<file path="config.mk">
export PLATFORM = sky130hd
export DESIGN_NAME = bw_io_ddr_impctl_sched
export DESIGN_NICKNAME = d
export VERILOG_FILES = /design/src/rtl/bw_io_ddr_impctl_sched.sv
export SDC_FILE = /design/constraint.sdc
export NUM_CORES = 1
export LEC_CHECK = 0
export CAP_MARGIN = 30
export CORE_MARGIN = 4
export CORE_UTILIZATION = 40
export DETAILED_ROUTE_END_ITERATION = 12
export PLACE_DENSITY = 0.65
export SLEW_MARGIN = 20
export SYNTH_ARGS = -nofsm -noshare
export SYNTH_HDL_FRONTEND = slang
export SYNTH_SLANG_ARGS = --single-unit
export TNS_END_PERCENT = 30
</file>
<file path="constraint.sdc">
create_clock -name rclk -period 3.7 [get_ports rclk]
set_input_delay 0.74 -clock rclk [delete_from_list [all_inputs] [get_ports rclk]]
set_output_delay 0.74 -clock rclk [all_outputs]
set_load 0.02 [all_outputs]
</file>
<file path="src/rtl/bw_io_ddr_impctl_sched.sv">
// Calibration scheduler for the DDR impedance pulldown/pullup pair: sequences
// the two units, detects deltabit lock, issues the shared update pulse.
module bw_io_ddr_impctl_sched #(
  parameter int unsigned TIMER_W      = 16,
  parameter int unsigned CAL_PERIOD   = 4096,
  parameter int unsigned MAX_CAL      = 1024,
  parameter int unsigned LOCK_TOGGLES = 4,
  parameter int unsigned UPD_LEN      = 2
) (
  input  logic       rclk,
  input  logic       hard_reset_n,
  input  logic       cal_en,
  input  logic       cal_start,
  input  logic       csr_we,
  input  logic       dn_deltabit,
  input  logic       up_deltabit,
  output logic       dn_clk_dis_l,
  output logic       up_clk_dis_l,
  output logic       upd_imped,
  output logic       cal_busy,
  output logic       cal_done,
  output logic       cal_timeout,
  output logic [7:0] cal_cnt
);

  localparam int unsigned TOG_W = 4;
  localparam int unsigned UPD_W = 3;
  localparam int unsigned CNT_W = 8;

  typedef enum logic [1:0] {
    IDLE   = 2'd0,
    DN_CAL = 2'd1,
    UP_CAL = 2'd2,
    UPDATE = 2'd3
  } state_e;

  state_e             state, next_state;
  logic [TIMER_W-1:0] period_cnt, period_d;
  logic [TIMER_W-1:0] win_cnt, win_d;
  logic [TOG_W-1:0]   tog_cnt, tog_d;
  logic [UPD_W-1:0]   upd_cnt, upd_cnt_d;
  logic               prev_db, prev_db_d;
  logic               pend, pend_d;

  logic               dn_en_d, up_en_d, upd_d, busy_d, done_d, timeout_d;
  logic [CNT_W-1:0]   cnt_d;

  logic               in_cal_c, cur_db_c, lock_c, win_end_c;
  logic               start_req_c, launch_c, upd_end_c;
  logic [TOG_W-1:0]   tog_inc_c;

  // Per-cycle conditions shared by both combinational processes
  assign in_cal_c    = (state == DN_CAL) || (state == UP_CAL);
  assign cur_db_c    = (state == DN_CAL) ? dn_deltabit : up_deltabit;
  assign tog_inc_c   = tog_cnt + TOG_W'(cur_db_c ^ prev_db);
  assign lock_c      = (tog_inc_c == TOG_W'(LOCK_TOGGLES));
  assign win_end_c   = (win_cnt == TIMER_W'(MAX_CAL - 1));
  assign start_req_c = cal_start | (cal_en & (period_cnt == TIMER_W'(CAL_PERIOD - 1)));
  assign launch_c    = (start_req_c | pend) & ~csr_we;
  assign upd_end_c   = (upd_cnt == UPD_W'(UPD_LEN - 1));

  // State and all registered outputs
  always_ff @(posedge rclk or negedge hard_reset_n) begin
    if (!hard_reset_n) begin
      state        <= IDLE;
      period_cnt   <= '0;
      win_cnt      <= '0;
      tog_cnt      <= '0;
      upd_cnt      <= '0;
      prev_db      <= 1'b0;
      pend         <= 1'b0;
      dn_clk_dis_l <= 1'b0;
      up_clk_dis_l <= 1'b0;
      upd_imped    <= 1'b0;
      cal_busy     <= 1'b0;
      cal_done     <= 1'b0;
      cal_timeout  <= 1'b0;
      cal_cnt      <= '0;
    end else begin
      state        <= next_state;
      period_cnt   <= period_d;
      win_cnt      <= win_d;
      tog_cnt      <= tog_d;
      upd_cnt      <= upd_cnt_d;
      prev_db      <= prev_db_d;
      pend         <= pend_d;
      dn_clk_dis_l <= dn_en_d;
      up_clk_dis_l <= up_en_d;
      upd_imped    <= upd_d;
      cal_busy     <= busy_d;
      cal_done     <= done_d;
      cal_timeout  <= timeout_d;
      cal_cnt      <= cnt_d;
    end
  end

  // Next state and counter datapath; a CSR write aborts ahead of lock/timeout
  always_comb begin
    next_state = state;
    period_d   = period_cnt;
    win_d      = win_cnt;
    tog_d      = tog_cnt;
    prev_db_d  = prev_db;
    pend_d     = pend;
    upd_cnt_d  = '0;

    case (state)
      IDLE: begin
        if (start_req_c || launch_c) begin
          period_d = '0;
        end else if (cal_en) begin
          period_d = period_cnt + TIMER_W'(1);
        end
        if (launch_c) begin
          pend_d     = 1'b0;
          next_state = DN_CAL;
        end else if (start_req_c) begin
          pend_d = 1'b1;
        end
      end
      DN_CAL: begin
        if (csr_we) begin
          next_state = IDLE;
          period_d   = '0;
        end else if (lock_c || win_end_c) begin
          next_state = UP_CAL;
        end
      end
      UP_CAL: begin
        if (csr_we) begin
          next_state = IDLE;
          period_d   = '0;
        end else if (lock_c || win_end_c) begin
          next_state = UPDATE;
        end
      end
      UPDATE: begin
        upd_cnt_d = upd_cnt + UPD_W'(1);
        if (upd_end_c) begin
          next_state = IDLE;
        end
      end
      default: next_state = IDLE;
    endcase

    // Entering a unit snapshots its deltabit; staying in it tracks transitions
    if (next_state == DN_CAL && state != DN_CAL) begin
      prev_db_d = dn_deltabit;
      win_d     = '0;
      tog_d     = '0;
    end else if (next_state == UP_CAL && state != UP_CAL) begin
      prev_db_d = up_deltabit;
      win_d     = '0;
      tog_d     = '0;
    end else if (in_cal_c) begin
      prev_db_d = cur_db_c;
      win_d     = win_cnt + TIMER_W'(1);
      tog_d     = tog_inc_c;
    end
  end

  // Registered-output next values, derived from the upcoming state
  always_comb begin
    dn_en_d   = 1'b0;
    up_en_d   = 1'b0;
    upd_d     = 1'b0;
    busy_d    = 1'b0;
    done_d    = 1'b0;
    timeout_d = cal_timeout;
    cnt_d     = cal_cnt;

    dn_en_d = (next_state == DN_CAL);
    up_en_d = (next_state == UP_CAL);
    upd_d   = (next_state == UPDATE);
    busy_d  = (next_state != IDLE);

    if ((state == UPDATE) && upd_end_c) begin
      done_d = 1'b1;
      cnt_d  = cal_cnt + CNT_W'(1);
    end

    if ((state == IDLE) && cal_start) begin
      timeout_d = 1'b0;
    end else if (in_cal_c && !csr_we && !lock_c && win_end_c) begin
      timeout_d = 1'b1;
    end
  end

endmodule

</file>
; ---- Word level (Yosys, flattened, before mapping)
; Index checks and enable logic that the tools add are counted.
[word_totals]
reg_bits = 57
in_bits = 7
output_inout_bits = 14
elab_cells = 87
[op_classes]
n_addsub = 5
n_eq_ne = 14
mux = 27
bitwise = 6
reduce_logical = 21
[ops]
columns = operator, count
row1 = $mux 16, 6
row2 = $add 16x1->16 const B, 2
row3 = $pmux 16 s2, 1
row4 = $eq 16x10->1 const B, 1
row5 = $eq 16x12->1 const B, 1
row6 = $mux 2, 6
row7 = $mux 4, 3
row8 = $mux 1, 9
row9 = $add 8x1->8 const B, 1
row10 = $eq 2x2->1 const B, 4
row11 = $pmux 2 s4, 1
row12 = $reduce_bool 2->1, 4
row13 = $logic_and 1x1->1, 7
row14 = $add 4x1->4, 1
row15 = $eq 2x1->1 const B, 2
row16 = $eq 4x3->1 const B, 1
row17 = $ne 2x1->1 const B, 2
row18 = $add 3x1->3 const B, 1
row19 = $eq 3x1->1 const B, 1
row20 = $logic_or 1x1->1, 3
row21 = $mux 3, 1
row22 = $ne 3x3->1 const B, 1
row23 = $reduce_and 3->1, 1
row24 = $reduce_bool 3->1, 1
row25 = 9 further kinds, 12

; ---- Longest topological paths before layout
[logic_depth]
depth_word = 13
ltp_mapped = 15

; ---- Least setup slack after synthesis
; No wires, ideal clock.
[synth_path]
path_kind = reg-to-reg
startpoint = register state[1]
endpoint = register prev_db
setup_ns = 0.095
arrival_time_ns = 3.139
required_time_ns = 3.605
path_slack_ns = 0.465
stages_incl_launch_ff = 14
path_buffers = 0
cell_sequence = dfrtp_1 -> inv_1 -> ha_1 -> mux2i_1 -> xnor2_1 -> ha_1 -> ha_1 -> nor2_1 -> nand4bb_1 -> and2_1 -> a311o_1 -> o211a_2 -> or4b_1 -> o31ai_1
[synth_between]
elab_chain_len = 13
[synth_lines]
columns = item, line
row1 = from (decl), 37  ; state_e state, next_state;
row2 = from (signal assigned), 80  ; state <= next_state;
row3 = $eq 2x1->1, "53, 54, 107"
row4 = $mux 1, 54  ; assign cur_db_c = (state == DN_CAL) ? dn_deltabit : up_deltabit;
row5 = $xor 1x1->1, 55  ; assign tog_inc_c = tog_cnt + TOG_W'(cur_db_c ^ prev_db);
row6 = $add 4x1->4, 55
row7 = $eq 4x3->1, 56  ; assign lock_c = (tog_inc_c == TOG_W'(LOCK_TOGGLES));
row8 = $logic_or 1x1->1, "125, 133"
row9 = "$mux 2, on equally long branches", "133, 125"
row10 = "$mux 2, on equally long branches", "130, 122"
row11 = $pmux 2 s4, 107  ; case (state)
row12 = $eq 2x2->1, 151  ; end else if (next_state == UP_CAL && state != UP_CAL) begin
row13 = $logic_and 1x1->1, 151
row14 = $mux 1, 151
row15 = $mux 1, 147  ; if (next_state == DN_CAL && state != DN_CAL) begin
row16 = to (signal assigned), 85  ; prev_db <= prev_db_d;
row17 = to (decl), 42  ; logic prev_db, prev_db_d;
; Parallel ways exist; a longest one is shown, timed or not. The select of a mux whose other input is x is not followed.
; A chain may end at the register's enable or synchronous reset.

; ---- Final worst setup path
; Ends and elaborated chain as after synthesis.

==> key figures <==
Clock network
  – H-tree Lvls: 3
  – Worst-case clock buffer depth: 2
  – Num CTS Buffers: 9
  – Post-CTS Hold Buffers: 0
  – Clk sink count: 57
  – CTS resizes: 0
  – CTS tree: yes
  – Clk_lat worst skew: 340 ps
  – Clock Tree Root: clkbuf_8
  – CTS clk-pin slew, worst paths: 80 ps
  – Setup Fix Bufs, Post-CTS: 0

Logic synthesis
  – Sequential share of the synthesized area: 48.0%
  – Yosys cell types: 48
  – Mapped Area: 2970 um2
  – Syn_area_per_cell: 9.59 um2
  – Synth Instances: 310
  – Yosys reg bits: 57
  – Synth warn: 0
  – Top_reg_cell synth: dfrtp_1
  – FFs w/ async S/R, synth: 100%
  – Post-synth EDFFs: 0
  – Post-Syn Nets: 329

STA
  – Hold Fails Final Rpt: 0
  – Fmax: 0.300 GHz
  – Setup TNS: 0 ps
  – Final setup violation count: 0
  – Slew Limit Fails: 0
  – RSZ-0062 raised after global routing: false
  – Max-slew headroom: 60.7%
  – Fin crit share: 90.0%
  – Fin Hold WS: 252 ps
  – Clk_skew: 13.7 ps
  – Min Tclk post-route: 3330 ps
  – Tightest Pin Transition: 585 ps

Floorplan
  – IO Count: 21
  – Die ar.: 8880 um2
  – Die H: 94.2 um
  – Die width: 94.2 um
  – Row Count: 31
  – Initial Util: 41.0%
  – Core Area: 7250 um2

Placed design
  – DP HPWL: 4200 um
  – Cells after DPL: 431
  – Count of input and output buffers: 20
  – Gpl congestion: 0.829

Critical path
  – Worst Path Max Fanout: 6
  – Worst setup EP type: flop
  – Worst Reg-to-Reg Cells: 13
  – Worst R2R Setup Slack: 370 ps
  – Worst r2r dst: prev_db
  – Reg2reg start: state[1]
  – CP arrival: 3580 ps
  – Most used cell, CP: ha_1
  – Critical-path cell list: inv_1 > ha_1 > mux2i_1 > xnor2_1 > ha_1 > ha_1 > nor2_1 > nand4bb_1 > and2_1 > a311o_1 > o211a_2 > or4b_1 > o31ai_1
  – Slowest stage delay, CP: 500 ps
  – CP Launch Type: flop
  – Slowest CP cell: or4b_1
  – Critical Path RT: 3950 ps
  – Setup CP Type: reg2reg

Cells and area
  – Area Growth Syn to Fin: 20.3%
  – Ant diodes: 0
  – Layout cells sized above 1: 11.2%
  – Commonest non-fill, non-tap cell in the layout: dfrtp_1
  – Layout filler cell count: 691
  – Final Non-Filler Cells: 448
  – Final layout net count: 363
  – Final core utilization: 49.3%
  – Commonest non-fill, non-tap cells in the layout: 57 x dfrtp_1, 40 x nor2_1, 36 x nand2_1, 25 x o21ai_0, 19 x clkdlybuf4s50_1

GRT
  – Largest net degree at the start of global routing: 40
  – Global-route wire length before repair: 10300 um
  – Total GRT Usage: 14.8%
  – Vias in the first global route: 2308
  – Initial antenna violation count: 0
  – Grt total ovfl: 0

Route
  – Routed Antenna Nets: 0
  – WL/cell: 13.5 um
  – Vias per cell: 5.19
  – DR DRC count: 0
  – First drt pass iteration count: 4
  – WL final: 6030 um
  – Iteration-0 DRC Markers: 79
  – Vias: 2326

Flow run
  – Max_cap viols: 0

Power
  – Total power: 2.02 mW
  – Cell Pwr Density: 565 nW/um2
  – Leak pwr: 1.62 nW
  – VDD IR-drop max: 0.439 mV

Status
  – Status: finished clean

Hold path
  – Min-Delay Path Class: in2async
==> critical path: cells and delay by family (launching register included) <==
kind,cells,cell delay (ps)
mux,1,230
buf+inv,1,130
fa+ha+maj,3,640
simple gates,4,1020
compound gates,3,620
flops,1,450
xor+xnor,1,150
==> Yosys cell counts, types with 8 or more instances <==
cell	n	area, um2
xor2_1	17	149
ha_1	12	150
o21ai_0	25	125
and3_1	8	50.1
xnor2_1	9	78.8
dfrtp_1	57	1430
inv_1	12	45.0
nand3_1	13	65.1
nor2_1	40	150
nand2_1	36	135
nand4_1	9	56.3
==> registers in the layout, summed over array words and instances (netlist names) <==
signal,flops
upd_imped,1
cal_timeout,1
pend,1
win_cnt,16
dn_clk_dis_l,1
up_clk_dis_l,1
cal_cnt,8
period_cnt,16
state,2
upd_cnt,3
prev_db,1
cal_busy,1
cal_done,1
tog_cnt,4
==> per-stage QoR <==
| stage | instance area, um2 | setup slack [ps] |
|---|---|---|
| finish | 3580 | 368 |
| global route | 3580 | 119 |
| CTS | 3560 | 344 |
| floorplan | 2970 | 465 |
| global placement | 3340 | 87.9 |
| detailed placement | 3340 | 30.6 |
==> power breakdown <==
part | switching, mW | internal [mW]
Combinational | 0.369 | 0.274
Clock | 0.264 | 0.379
Sequential | 0.0512 | 0.686
==> logic make-up (layout without fill, tap and decap cells) <==
kind of cell / after synthesis / count (layout) / synth area share [%]
simple gates: 132 / 132 / 22.2
compound gates: 57 / 57 / 12.5
flops: 57 / 57 / 48.0
xor+xnor: 26 / 26 / 7.66
buf+inv: 21 / 60 / 3.03
fa+ha+maj: 12 / 12 / 5.05
mux: 5 / 5 / 1.68
==> worst max path at each step <==
stage / cells past startpoint / slack, ps / endpoint / from
3_3_place_gp: 12 / 90 / prev_db / dn_deltabit
2_1_floorplan: 13 / 470 / prev_db / state[1]
4_1_cts: 13 / 340 / prev_db / state[1]
6_report: 13 / 370 / prev_db / state[1]
5_1_grt: 15 / 120 / win_cnt[8] / state[1]
3_5_place_dp: 12 / 30 / prev_db / up_deltabit
==> per-layer routing <==
layer / wire, um / up-vias / share of wire (%) / global-route usage (%)
li1: - / 1155 / - / -
met1: 2810 / 1122 / 47 / 17.8
met2: 2900 / 39 / 48 / 24.7
met3: 245 / 10 / 4.1 / 4.81
met4: 70 / 0 / 1.2 / 5.54
met5: 0 / - / 0 / 0
==> final cells by class <==
class | instances | area [um2] | area share, %
flip-flops and latches | 57 | 1430 | 39.9
repair buffers | 31 | 303 | 8.46
clock buffers | 9 | 124 | 3.46
clock inverters | 7 | 95.1 | 2.66
inverters | 13 | 48.8 | 1.36
well taps | 99 | 124 | 3.46
multi-input cells | 232 | 1460 | 40.7
No activity file was read; power rests on OpenSTA's default activity.
